<file path="src/rtl/mc_control.sv">
// Multicycle control FSM for the RV32I-subset core: sequences fetch/decode/exec/mem/wb
// over the shared datapath, owns the memory handshake and traps on illegal opcodes or hung memory.
//
// state  | meaning
// FETCH  | request instruction word, load IR on mem_ready
// DECODE | classify opcode, latch class and imm_sel
// EXEC   | ALU operation; branches and jumps finish here
// MEM    | load/store access, waits on mem_ready
// WB     | register writeback and PC advance
// TRAP   | fault parked, only reset leaves
module mc_control #(
  parameter int TIMEOUT = 255,
  parameter int CW      = 8
) (
  input  logic        clk,
  input  logic        rst,
  input  logic [31:0] inst,
  input  logic        mem_ready,
  input  logic        br_taken,
  output logic        mem_req,
  output logic        mem_we,
  output logic        ir_write,
  output logic        pc_write,
  output logic [1:0]  pc_sel,
  output logic        reg_we,
  output logic [1:0]  wb_sel,
  output logic        alu_src_b,
  output logic [2:0]  imm_sel,
  output logic        retire,
  output logic        trap,
  output logic [1:0]  trap_cause,
  output logic [2:0]  state_o
);

  typedef enum logic [2:0] {
    S_FETCH  = 3'd0,
    S_DECODE = 3'd1,
    S_EXEC   = 3'd2,
    S_MEM    = 3'd3,
    S_WB     = 3'd4,
    S_TRAP   = 3'd7
  } state_t;

  typedef enum logic [2:0] {
    C_OP, C_OPIMM, C_LOAD, C_STORE, C_BRANCH, C_JAL, C_JALR
  } cls_t;

  // Wait timer runs down from TIMEOUT; terminal count at zero equals TIMEOUT elapsed cycles.
  localparam logic [CW-1:0] WAIT_LOAD = CW'(TIMEOUT);

  state_t        state, state_nxt;
  cls_t          cls, cls_dec;
  logic [2:0]    imm_q, imm_dec;
  logic          legal;
  logic [CW-1:0] wait_left;
  logic          waiting, wait_tc;
  logic          trap_q, trap_set;
  logic [1:0]    cause_q, cause_nxt;
  logic          unused_inst;

  assign unused_inst = ^inst[31:7];

  always_comb begin
    cls_dec = C_OP;
    imm_dec = 3'b000;
    legal   = 1'b1;
    case (inst[6:0])
      7'b0010011: begin cls_dec = C_OPIMM;  imm_dec = 3'b000; end
      7'b0000011: begin cls_dec = C_LOAD;   imm_dec = 3'b001; end
      7'b0100011: begin cls_dec = C_STORE;  imm_dec = 3'b010; end
      7'b1100111: begin cls_dec = C_JALR;   imm_dec = 3'b011; end
      7'b1101111: begin cls_dec = C_JAL;    imm_dec = 3'b100; end
      7'b1100011: begin cls_dec = C_BRANCH; imm_dec = 3'b110; end
      7'b0110011: begin cls_dec = C_OP;     imm_dec = 3'b000; end
      default:    legal = 1'b0;
    endcase
  end

  assign waiting = ((state == S_FETCH) || (state == S_MEM)) && !mem_ready;
  assign wait_tc = (wait_left == '0);

  always_ff @(posedge clk) begin
    if (rst) begin
      state     <= S_FETCH;
      wait_left <= WAIT_LOAD;
      cls       <= C_OP;
      imm_q     <= 3'b000;
      trap_q    <= 1'b0;
      cause_q   <= 2'b00;
    end else begin
      state <= state_nxt;
      if (state_nxt != state)
        wait_left <= WAIT_LOAD;
      else if (waiting && !wait_tc)
        wait_left <= wait_left - CW'(1);
      if ((state == S_DECODE) && legal) begin
        cls   <= cls_dec;
        imm_q <= imm_dec;
      end
      if (trap_set) begin
        trap_q  <= 1'b1;
        cause_q <= cause_nxt;
      end
    end
  end

  always_comb begin
    state_nxt = state;
    trap_set  = 1'b0;
    cause_nxt = cause_q;
    mem_req   = 1'b0;
    mem_we    = 1'b0;
    ir_write  = 1'b0;
    pc_write  = 1'b0;
    pc_sel    = 2'b00;
    reg_we    = 1'b0;
    wb_sel    = 2'b00;
    alu_src_b = 1'b0;
    retire    = 1'b0;
    case (state)
      S_FETCH: begin
        mem_req = 1'b1;
        if (mem_ready) begin
          ir_write  = 1'b1;
          state_nxt = S_DECODE;
        end else if (wait_tc) begin
          state_nxt = S_TRAP;
          trap_set  = 1'b1;
          cause_nxt = 2'b10;
        end
      end
      S_DECODE: begin
        if (legal) begin
          state_nxt = S_EXEC;
        end else begin
          state_nxt = S_TRAP;
          trap_set  = 1'b1;
          cause_nxt = 2'b01;
        end
      end
      S_EXEC: begin
        case (cls)
          C_OP:    state_nxt = S_WB;
          C_OPIMM: begin alu_src_b = 1'b1; state_nxt = S_WB; end
          C_LOAD,
          C_STORE: begin alu_src_b = 1'b1; state_nxt = S_MEM; end
          C_BRANCH: begin
            pc_write  = 1'b1;
            pc_sel    = br_taken ? 2'b01 : 2'b00;
            retire    = 1'b1;
            state_nxt = S_FETCH;
          end
          C_JAL, C_JALR: begin
            alu_src_b = (cls == C_JALR);
            reg_we    = 1'b1;
            wb_sel    = 2'b10;
            pc_write  = 1'b1;
            pc_sel    = (cls == C_JALR) ? 2'b10 : 2'b01;
            retire    = 1'b1;
            state_nxt = S_FETCH;
          end
          default: state_nxt = S_FETCH;
        endcase
      end
      S_MEM: begin
        mem_req   = 1'b1;
        mem_we    = (cls == C_STORE);
        alu_src_b = 1'b1;
        if (mem_ready) begin
          if (cls == C_STORE) begin
            pc_write  = 1'b1;
            retire    = 1'b1;
            state_nxt = S_FETCH;
          end else begin
            state_nxt = S_WB;
          end
        end else if (wait_tc) begin
          state_nxt = S_TRAP;
          trap_set  = 1'b1;
          cause_nxt = 2'b10;
        end
      end
      S_WB: begin
        reg_we    = 1'b1;
        wb_sel    = (cls == C_LOAD) ? 2'b01 : 2'b00;
        pc_write  = 1'b1;
        retire    = 1'b1;
        state_nxt = S_FETCH;
      end
      S_TRAP: state_nxt = S_TRAP;
      default: state_nxt = S_FETCH;
    endcase
    // The reset cycle shows a quiet datapath whatever state is being abandoned.
    if (rst) begin
      mem_req   = 1'b0;
      mem_we    = 1'b0;
      ir_write  = 1'b0;
      pc_write  = 1'b0;
      pc_sel    = 2'b00;
      reg_we    = 1'b0;
      wb_sel    = 2'b00;
      alu_src_b = 1'b0;
      retire    = 1'b0;
    end
  end

  assign imm_sel    = rst ? 3'b000 : imm_q;
  assign trap       = trap_q & ~rst;
  assign trap_cause = rst ? 2'b00 : cause_q;
  assign state_o    = state;

endmodule
</file>
<file path="config.mk">
export PLATFORM = sky130hd
export DESIGN_NAME = mc_control
export DESIGN_NICKNAME = d
export VERILOG_FILES = /design/src/rtl/mc_control.sv
export SDC_FILE = /design/constraint.sdc
export NUM_CORES = 1
export LEC_CHECK = 0
export BUFFER_PORTS_ARGS = -buffer_cell sky130_fd_sc_hd__buf_2
export CORE_MARGIN = 5
export CORE_UTILIZATION = 40
export DETAILED_ROUTE_END_ITERATION = 12
export GPL_TIMING_DRIVEN = 0
export PLACE_DENSITY = 0.77
export SKIP_LAST_GASP = 1
export SYNTH_ARGS = -nofsm -noshare
export SYNTH_HDL_FRONTEND = slang
export SYNTH_SLANG_ARGS = --single-unit
export TNS_END_PERCENT = 10
</file>
<file path="constraint.sdc">
create_clock -name clk -period 2.5 [get_ports clk]
set_input_delay 0.5 -clock clk [delete_from_list [all_inputs] [get_ports clk]]
set_output_delay 0.5 -clock clk [all_outputs]
set_load 0.1 [all_outputs]
</file>
==> results of run 1 <==
[power by group]
| part | leakage (nW) | switching, mW | internal, mW |
|---|---|---|---|
| sequential | 0.164 | 0.0609 | 0.371 |
| combinational | 0.459 | 0.685 | 0.292 |
| clock | 0.0210 | 0.0984 | 0.0886 |
| total | 0.644 | 0.844 | 0.752 |
[flip-flops by register name (all words and copies together) (netlist names)]
name	flops
cause_q	2
trap_q	1
state_o	3
imm_q	3
cls	3
wait_left	8
[Yosys cell counts (2+ instances only)]
| library cell | n |
|---|---|
| or3_1 | 2 |
| o22ai_1 | 2 |
| inv_1 | 5 |
| nand4_1 | 4 |
| nand2_1 | 12 |
| or2_2 | 2 |
| nor4_1 | 4 |
| xnor2_1 | 3 |
| nand2b_1 | 5 |
| a21oi_1 | 11 |
| a211oi_1 | 6 |
| clkbuf_1 | 8 |
| a21o_1 | 2 |
| nor2_1 | 23 |
| nor3_1 | 11 |
| nor2b_1 | 7 |
| nand3_1 | 10 |
| o21ai_0 | 3 |
| a221oi_1 | 2 |
| buf_2 | 3 |
| xor2_1 | 5 |
| dfxtp_1 | 20 |
| nor3b_1 | 3 |
[cells by family (layout without fill, tap and decap cells)]
| family | after synthesis | count (layout) | synth area share [%] |
|---|---|---|---|
| flip-flops | 20 | 20 | 30.3 |
| adder cells (fa/ha/maj) | 1 | 1 | 0.948 |
| AND/OR/NAND/NOR | 91 | 91 | 37.3 |
| XOR/XNOR | 8 | 8 | 5.31 |
| AO/OA/AOI/OAI | 37 | 37 | 19.6 |
| buffers and inverters | 19 | 49 | 6.54 |
[metrics by stage]
step | util [%] | hold WS, ps | cell area [um2] | setup slack [ps] | cells
after floorplan | - | 449 | 1460 | -69.2 | 176
after global placement | 53.5 | 477 | 1660 | 15.1 | 249
after detailed placement | 53.5 | 476 | 1660 | -30.2 | 249
after global routing | 55.7 | 557 | 1730 | -18.6 | 250
final | 55.7 | 508 | 1730 | 77.6 | 250
after CTS | 55.6 | 509 | 1730 | -97.6 | 254
[timing repair]
item / in CTS / in global routing
hold buffers: 0 / 0
hold endpoints to repair: 0 / 0
endpoints found under the setup margin: 8 / 10
resized for setup: 6 / 5
pin swaps: 1 / 1
setup buffers: 1 / 0
[metal layers]
metal  GRT usage, %  part of all wire [%]  vias up
li1               -                     -      698
met1           21.3                    51      610
met2           24.5                    45       26
met3           1.83                   3.6        2
met4           3.04                  0.46        0
met5              0                     0        -
[layout make-up]
cell class / count / area [um2]
Inverter: 6 / 22.5
Timing Repair Buffer: 30 / 171
Sequential cell: 20 / 412
Fill cell: 316 / 1380
Clock buffer: 4 / 36.3
Tap cell: 44 / 55.1
Buffer: 9 / 68.8
Multi-Input combinational cell: 137 / 962
[tightest hold or removal path, cell delays in order (launching register included)]
cell and delay (ps):
dfxtp_1 320, nor2_1 100, a211oi_1 50
[worst max path at each step]
stage / cells past startpoint / end / slack, ps
2_1_floorplan: 2 / imm_sel[0] / -70
3_3_place_gp: 6 / mem_req / 20
3_5_place_dp: 6 / mem_req / -30
4_1_cts: 7 / reg_we / -100
5_1_grt: 5 / pc_sel[0] / -20
6_report: 6 / retire / 80
==> flow_summary_export.csv, run 1 <==
group,metric,value,unit
status,outcome,"finished clean",
timing,hold_violations,0,
yosys,synth_top_area_share,30.3,%
yosys,ys_ff_latch,20,
die,pin_count,56,
detailed_routing,viasPerCell,5.34,
setup_path,critPathLaunch,"cls[2]",
detailed_routing,wl_per_cell,12.1,um
global_routing,grt_util_all_layers,15.0,%
timing,finalCritPeriodShare,96.9,%
yosys,syn_area_per_cell,7.50,um2
setup_path,crit_chain,"nand2b_2 -> nor2_1 -> and3_4 -> a221o_4 -> buf_8 -> buf_6",
layout,drive_gt1_share,33.0,%
clock_network,clk_path_buf_depth,2,
yosys,synthCells,176,
timing,finalMaxSlewViolations,0,
setup_path,critPathLaunchType,"register",
detailed_routing,drc,0,
setup_path,reg2reg_depth,7,
setup_path,timing.reg2reg.setup_slack,490,ps
detailed_routing,vias,1336,
yosys,syn_nets,213,
yosys,synth-async-reset-ratio,0,%
clock_network,numCtsBuffers,3,
die,core-area,0.00310,mm2
yosys,synth_top_area_cell,"dfxtp_1",
hold_path,hold_depth,2,
detailed_routing,totalWireLength,3040,um
timing,slew_headroom,57.0,%
clock_network,clk_pin_slew,110,ps
yosys,synthFlopType,"dfxtp_1",
hold_path,worstHoldStart,"imm_q[0]",
layout,layout_commonest_cell,"buf_2",
hold_path,worstHoldPathType,"reg -> reg",
hold_path,holdPathEnd,"imm_q[0]",
die,rows,20,
setup_path,crit_buf_inv,2,
layout,syn_to_final_growth,30.9,%
timing,fin_setup_tns,0,ps
timing,finalCriticalPeriod,2420,ps
timing,worst_pin_slew,641,ps
setup_path,slowest_stage,"dfxtp_1",
die,die_area,0.00455,mm2
pwr,p_total,1.60,mW
global_routing,grt_first_pass_wirelength,5440,um
die,die_width,67.4,um
clock_network,cts_tree,"done",
clock_network,cts.sinks,20,
die,initial_core_util,42.5,%
detailed_routing,drt_first_pass_iters,4,
setup_path,critPathTopFamily,"simple AND/OR/NAND/NOR gates",
setup_path,rr_endpoint,"state_o[0]",
pwr,ir_drop,0.583,mV
pwr,power.leakage,0.644,nW
global_routing,antenna_found_initial,0,
yosys,yosys_warnings,0,
setup_path,arrival,1920,ps
setup_path,worstSetupEndpointType,"output port",
setup_path,cp.required,2000,ps
job,maxCapViolCount,0,
yosys,synth_area_leaders,"dfxtp_1 (30%), nor2_1 (6.5%), a21oi_1 (4.2%)",
layout,final_cell_mix,"buf_2 (25), nor2_1 (21), dfxtp_1 (17)",
yosys,ys_seq_area_share,30.3,%
setup_path,critPathKind,"reg -> out",
yosys,synth-edff-count,0,
placement,port-buffer-count,29,
placement,hpwl,2360,um
global_routing,grt_max_degree,12,
setup_path,cp_max_fo,5,
layout,nets,244,
timing,fmax,413,MHz
clock_network,htreeDepth,1,
die,fp.dieH,67.4,um
placement,globalplace.congestion,0.812,
global_routing,grt_overflow_total,0,
setup_path,max_stage_delay,440,ps
clock_network,clock_insertion_delay_worst_skew,290,ps
detailed_routing,ant_nets,0,
detailed_routing,drtIter0Drc,88,
timing,finClkSkew,2.99,ps
setup_path,timing.rr.start,"wait_left[0]",
pwr,pwr_density_cell,924,mW/mm2
clock_network,cts_root_buf,"clkbuf_4",
layout,diodes,0,
timing,rsz0062_at_grt,"true",
global_routing,grt_pass1_vias,1224,
timing,setup_viol_count_final,0,
yosys,ys_types,46,
yosys,synth_area,0.00132,mm2
Power figures use the tool's default switching activity.
==> run 2: changes to the inputs <==
--- a/config.mk
+++ b/config.mk
@@ -8,6 +8,7 @@
 export BUFFER_PORTS_ARGS = -buffer_cell sky130_fd_sc_hd__buf_2
 export CORE_MARGIN = 5
 export CORE_UTILIZATION = 40
+export CTS_BUF_LIST = sky130_fd_sc_hd__clkbuf_16
 export DETAILED_ROUTE_END_ITERATION = 12
 export GPL_TIMING_DRIVEN = 0
 export PLACE_DENSITY = 0.77
==> run 2 against run 1 <==
Compared with the run above:
- the run now ends with negative setup slack left
- wire length up 3.8%
- register-to-register slack about the same
- die area stayed put
- clock power up 75%
- fmax fell by 4.0%
- sequential share of layout area shrank 0.74 points
- cell count increased by 2.0%
- critical path type unchanged
==> flow_summary_export.csv, run 2 (synthesized netlist as in run 1, its figures left out) <==
group,metric,value,unit
pwr,p_int,0.898,mW
timing,finalCriticalPeriod,2520,ps
layout,nets,249,
detailed_routing,totalWireLength,3150,um
timing,slew_headroom,56.9,%
timing,worst_pin_slew,641,ps
clock_network,clk_path_buf_depth,2,
timing,finClkSkew,2.87,ps
placement,place_inst,249,
job,maxCapViolCount,0,
setup_path,cp_max_fo,10,
pwr,power.leakage,0.676,nW
die,core-area,0.00310,mm2
layout,layout_commonest_cell,"buf_2",
status,violations,"negative setup slack",
detailed_routing,vias,1346,
global_routing,grt_pass1_vias,1230,
detailed_routing,drtIter0Drc,66,
layout,syn_to_final_growth,35.1,%
clock_network,cts_root_buf,"clkbuf_16",
timing,hold_violations,0,
clock_network,cts.sinks,20,
layout,regMostFlops,"wait_left",
detailed_routing,drc,0,
global_routing,antenna_found_initial,0,
die,pin_count,56,
clock_network,clock_insertion_delay_worst_skew,250,ps
die,die_area,0.00455,mm2
layout,drive_gt1_share,31.8,%
pwr,ir_drop,0.672,mV
placement,hpwl,2360,um
die,fp.dieH,67.4,um
clock_network,clk_pin_slew,60,ps
clock_network,numCtsBuffers,3,
die,initial_core_util,42.5,%
setup_path,critPathLaunchType,"register",
setup_path,rr_endpoint,"wait_left[1]",
detailed_routing,viasPerCell,5.28,
setup_path,reg2reg_depth,7,
detailed_routing,drt_first_pass_iters,4,
detailed_routing,wl_per_cell,12.4,um
hold_path,worstHoldPathType,"reg -> reg",
die,die_width,67.4,um
layout,diodes,0,
timing,setup_viol_count_final,2,
global_routing,grt_max_degree,12,
pwr,pwr-share-seq,22.6,%
pwr,switching_share,49.3,%
layout,instances_no_fill,255,
global_routing,grt_overflow_total,0,
clock_network,htreeDepth,1,
pwr,clockPowerShare,18.5,%
detailed_routing,ant_nets,0,
setup_path,worstSetupEndpointType,"output port",
timing,worst_slack,-22.4,ps
timing,fin_setup_tns,-34.2,ps
setup_path,timing.rr.start,"wait_left[2]",
timing,finalMaxSlewViolations,0,
timing,rsz0062_at_grt,"true",
timing,finalCritPeriodShare,101,%
clock_network,cts_tree,"done",
setup_path,critPathKind,"reg -> out",
status,outcome,"complete, but fails checks",
placement,port-buffer-count,29,
hold_path,worstHoldStart,"cause_q[0]",
setup_path,cp.required,2000,ps
timing,fmax,396,MHz
pwr,comb_power_share,58.9,%
setup_path,arrival,2020,ps
hold_path,hold_depth,2,
global_routing,grt_first_pass_wirelength,5510,um
pwr,p_switching,0.873,mW
setup_path,timing.reg2reg.setup_slack,490,ps
placement,globalplace.congestion,0.812,
die,rows,20,
layout,largest_reg_flops,8,
pwr,pwr_density_cell,994,mW/mm2
layout,final_cell_mix,"buf_2 (27), nor2_1 (21), dfxtp_1 (17)",
hold_path,holdPathEnd,"cause_q[0]",
global_routing,grt_util_all_layers,15.5,%
[run 2: changes by cell type in the layout (fill, tap and decap cells not counted), moves of 2 or more]
cell / previous run / this run
buf_2: 25 / 27
clkbuf_1: 3 / 6
clkbuf_16: 0 / 3
clkbuf_4: 5 / 1
[run 2: worst max path at each step]
stage               startpoint          to  slack (ps)  cells past startpoint
floorplan                  rst  imm_sel[0]         -70                      2
global placement    state_o[0]     mem_req          20                      6
detailed placement  state_o[0]     mem_req         -30                      6
CTS                 state_o[0]   wb_sel[0]         -90                      7
global route        state_o[2]      retire        -100                      7
finish              state_o[0]      reg_we         -20                      7
[run 2: through the flow]
stage	total power [mW]	hold WS [ps]	instance area [um2]	setup WS, ps	utilization (%)
after global placement	1.37	477	1660	15.1	53.5
after CTS	1.73	499	1750	-85.6	56.5
after detailed placement	1.37	476	1660	-30.2	53.5
after global routing	1.86	541	1780	-102	57.5
final	1.77	495	1780	-22.4	57.5
after floorplan	1.22	449	1460	-69.2	-
[run 2: timing repair]
item                                   in CTS  in global routing
endpoints found under the hold margin       0                  0
buffers inserted                            0                  2
gates resized for setup                     4                  3
setup endpoints to repair                   5                  9
pin swaps                                   0                  2
hold buffers                                0                  0
[run 2: power by group through the flow]
stage / sequential, mW / clock, mW / combinational (mW)
global route: 0.408 / 0.346 / 1.11
detailed placement: 0.407 / 0 / 0.968
global placement: 0.407 / 0 / 0.963
finish: 0.400 / 0.328 / 1.04
floorplan: 0.544 / 0 / 0.678
CTS: 0.400 / 0.336 / 0.995
[run 2: routing by layer]
layer  track usage, %  share of wire (%)  vias to the layer above
met5                0                  0                        -
met4             5.06                1.0                        0
met3             2.33                3.2                        4
met2             24.8                 45                       24
met1             21.4                 51                      609
li1                 -                  -                      709
[run 2: layout make-up]
class	instances	area [um2]
fillers	310	1320
multi-input cells	137	956
flip-flops and latches	20	412
repair buffers	31	174
plain buffers	13	85.1
clock buffers	3	75.1
well taps	44	55.1
inverters	6	22.5
clock inverters	1	3.75
[run 2: worst max-delay path: stages (launching register included)]
cell and delay [ps]:
dfxtp_4 330, buf_4 160, or2_2 270, clkbuf_1 210
nor2_2 180, nand2_2 110, o21ai_4 70, buf_2 430
==> run 3: changes to the inputs <==
==> constraint.sdc (replaced) <==
create_clock -name clk -period 3.2 [get_ports clk]
set_input_delay 0.64 -clock clk [delete_from_list [all_inputs] [get_ports clk]]
set_output_delay 0.64 -clock clk [all_outputs]
set_load 0.1 [all_outputs]
==> run 3 against run 2 <==
Compared with the run above:
- the flow now finishes without violations
- sequential power decreased by 24%
- combinational power is 32% lower
- sequential cell count is the same
- wire length down 1.4%
- critical path type unchanged
- largest power group unchanged
- worst hold slack got worse by 13 ps
- clock-buffer cell count stayed put
- utilization decreased by 4.8 points
- global-route usage decreased by 0.64 points
- worst setup slack better by 290 ps
- non-clock buffer count is 2 lower
- first-iteration DRC count grew 92%
==> flow_summary_export.csv, run 3 (synthesized netlist as in run 1, its figures left out) <==
group,metric,value,unit
timing,rsz0062_at_grt,"false",
die,initial_core_util,42.5,%
global_routing,grt_max_degree,11,
clock_network,numCtsBuffers,3,
detailed_routing,wl_per_cell,12.3,um
layout,post-route-util,52.7,%
die,pin_count,56,
setup_path,critPathLaunchType,"register",
die,core-area,0.00310,mm2
layout,final_cell_mix,"buf_2 (31), nor2_1 (23), dfxtp_1 (19)",
die,die_width,67.4,um
placement,port-buffer-count,29,
global_routing,grt_util_all_layers,14.9,%
detailed_routing,vias,1362,
clock_network,clock_insertion_delay_worst_skew,250,ps
pwr,pwr_density_cell,773,mW/mm2
detailed_routing,ant_nets,0,
clock_network,cts_tree,"done",
timing,fmax,341,MHz
detailed_routing,drt_first_pass_iters,4,
layout,nets,247,
status,outcome,"finished clean",
setup_path,timing.reg2reg.setup_slack,1190,ps
timing,worst_pin_slew,631,ps
setup_path,arrival,2290,ps
global_routing,met3_usage,2.16,%
clock_network,clk_pin_slew,50,ps
detailed_routing,viasPerCell,5.40,
setup_path,critPathKind,"reg -> out",
pwr,ir_drop,0.366,mV
global_routing,grt_overflow_total,0,
layout,layout_commonest_cell,"buf_2",
timing,finalCriticalPeriod,2930,ps
timing,setup_viol_count_final,0,
timing,worst_slack,271,ps
detailed_routing,drtIter0Drc,127,
timing,finClkSkew,1.60,ps
pwr,power.leakage,0.636,nW
placement,dp_slack,399,ps
global_routing,antenna_found_initial,0,
global_routing,grt_pass1_vias,1213,
timing,finalCritPeriodShare,91.5,%
clock_network,cts_root_buf,"clkbuf_16",
die,rows,20,
layout,drive_gt1_share,26.4,%
timing,finalMaxSlewViolations,0,
setup_path,crit_end,"pc_write",
clock_network,htreeDepth,1,
detailed_routing,drc,0,
detailed_routing,totalWireLength,3110,um
setup_path,reg2reg_depth,7,
setup_path,worstSetupEndpointType,"output port",
clock_network,post_cts_buffers,0,
clock_network,cts.sinks,20,
layout,fillers,313,
global_routing,busiest_layer,"met2",
placement,hpwl,2340,um
setup_path,timing.rr.start,"wait_left[2]",
layout,syn_to_final_growth,23.8,%
clock_network,clk_path_buf_depth,2,
layout,register_area,402,um2
setup_path,rr_endpoint,"wait_left[1]",
die,fp.dieH,67.4,um
placement,globalplace.congestion,0.865,
timing,hold_violations,0,
layout,largest_reg_flops,8,
die,die_area,0.00455,mm2
global_routing,grt_first_pass_wirelength,5340,um
layout,diodes,0,
layout,regMostFlops,"wait_left",
hold_path,worstHoldPathType,"reg -> reg",
setup_path,critPathLaunch,"state_o[1]",
layout,multi_input_area,868,um2
global_routing,met1_usage,21.1,%
global_routing,use_met2,23.1,%
timing,slew_headroom,57.6,%
setup_path,cp.required,2560,ps
setup_path,cp_max_fo,10,
job,maxCapViolCount,0,
[run 3: cell types whose count changed in the layout (fill, tap and decap cells not counted), sizes merged]
cell | before | now
clkinv | 1 | 0
buf | 35 | 33
[run 3: cell type report]
class / count / share of cell area (%)
plain buffers: 13 / 3.91
clock buffers: 3 / 4.59
inverters: 6 / 1.38
multi-input cells: 137 / 53.1
flip-flops and latches: 20 / 24.6
well taps: 44 / 3.37
repair buffers: 29 / 9.04
[run 3: worst min-delay path by stage]
| stage | startpoint | cells past startpoint | slack (ps) | end |
|---|---|---|---|---|
| global placement | cause_q[0] | 2 | 460 | cause_q[0] |
| global route | imm_q[1] | 2 | 530 | imm_q[1] |
| floorplan | cause_q[0] | 2 | 450 | cause_q[0] |
| finish | cause_q[0] | 2 | 480 | cause_q[0] |
| detailed placement | cause_q[0] | 2 | 470 | cause_q[0] |
| CTS | cause_q[0] | 2 | 480 | cause_q[0] |
[run 3: metal layers]
metal	vias up	share of wire [%]
li1	706	-
met1	612	49
met2	40	44
met3	4	5.7
met4	0	1.4
met5	-	0
[run 3: critical path, cell delays in order (launching register included)]
cell and delay, ps:
dfxtp_2 340, clkbuf_1 340, nor3b_1 350, nand3_1 260
a21oi_1 190, a221o_2 140, buf_2 420
[run 3: per-stage QoR]
stage,instances,setup TNS (ps),area [um2],hold slack [ps],total power [mW]
after floorplan,176,-992,1360,449,0.893
after global placement,249,0,1560,464,1.01
after detailed placement,249,0,1560,473,1.01
after CTS,252,0,1630,485,1.26
after global routing,252,0,1630,527,1.33
final,252,0,1630,482,1.26
[run 3: repair_timing]
item / in CTS / in global routing
resized for setup: 0 / 1
endpoints found under the setup margin: 0 / 1
hold endpoints to repair: 0 / 0
hold buffers: 0 / 0
[run 3: power by group]
part / switching, mW / leakage, nW / internal (mW) / total (mW)
clock: 0.0861 / 0.0370 / 0.165 / 0.251
sequential: 0.0214 / 0.163 / 0.282 / 0.304
combinational: 0.536 / 0.436 / 0.173 / 0.709
total: 0.643 / 0.636 / 0.620 / 1.26
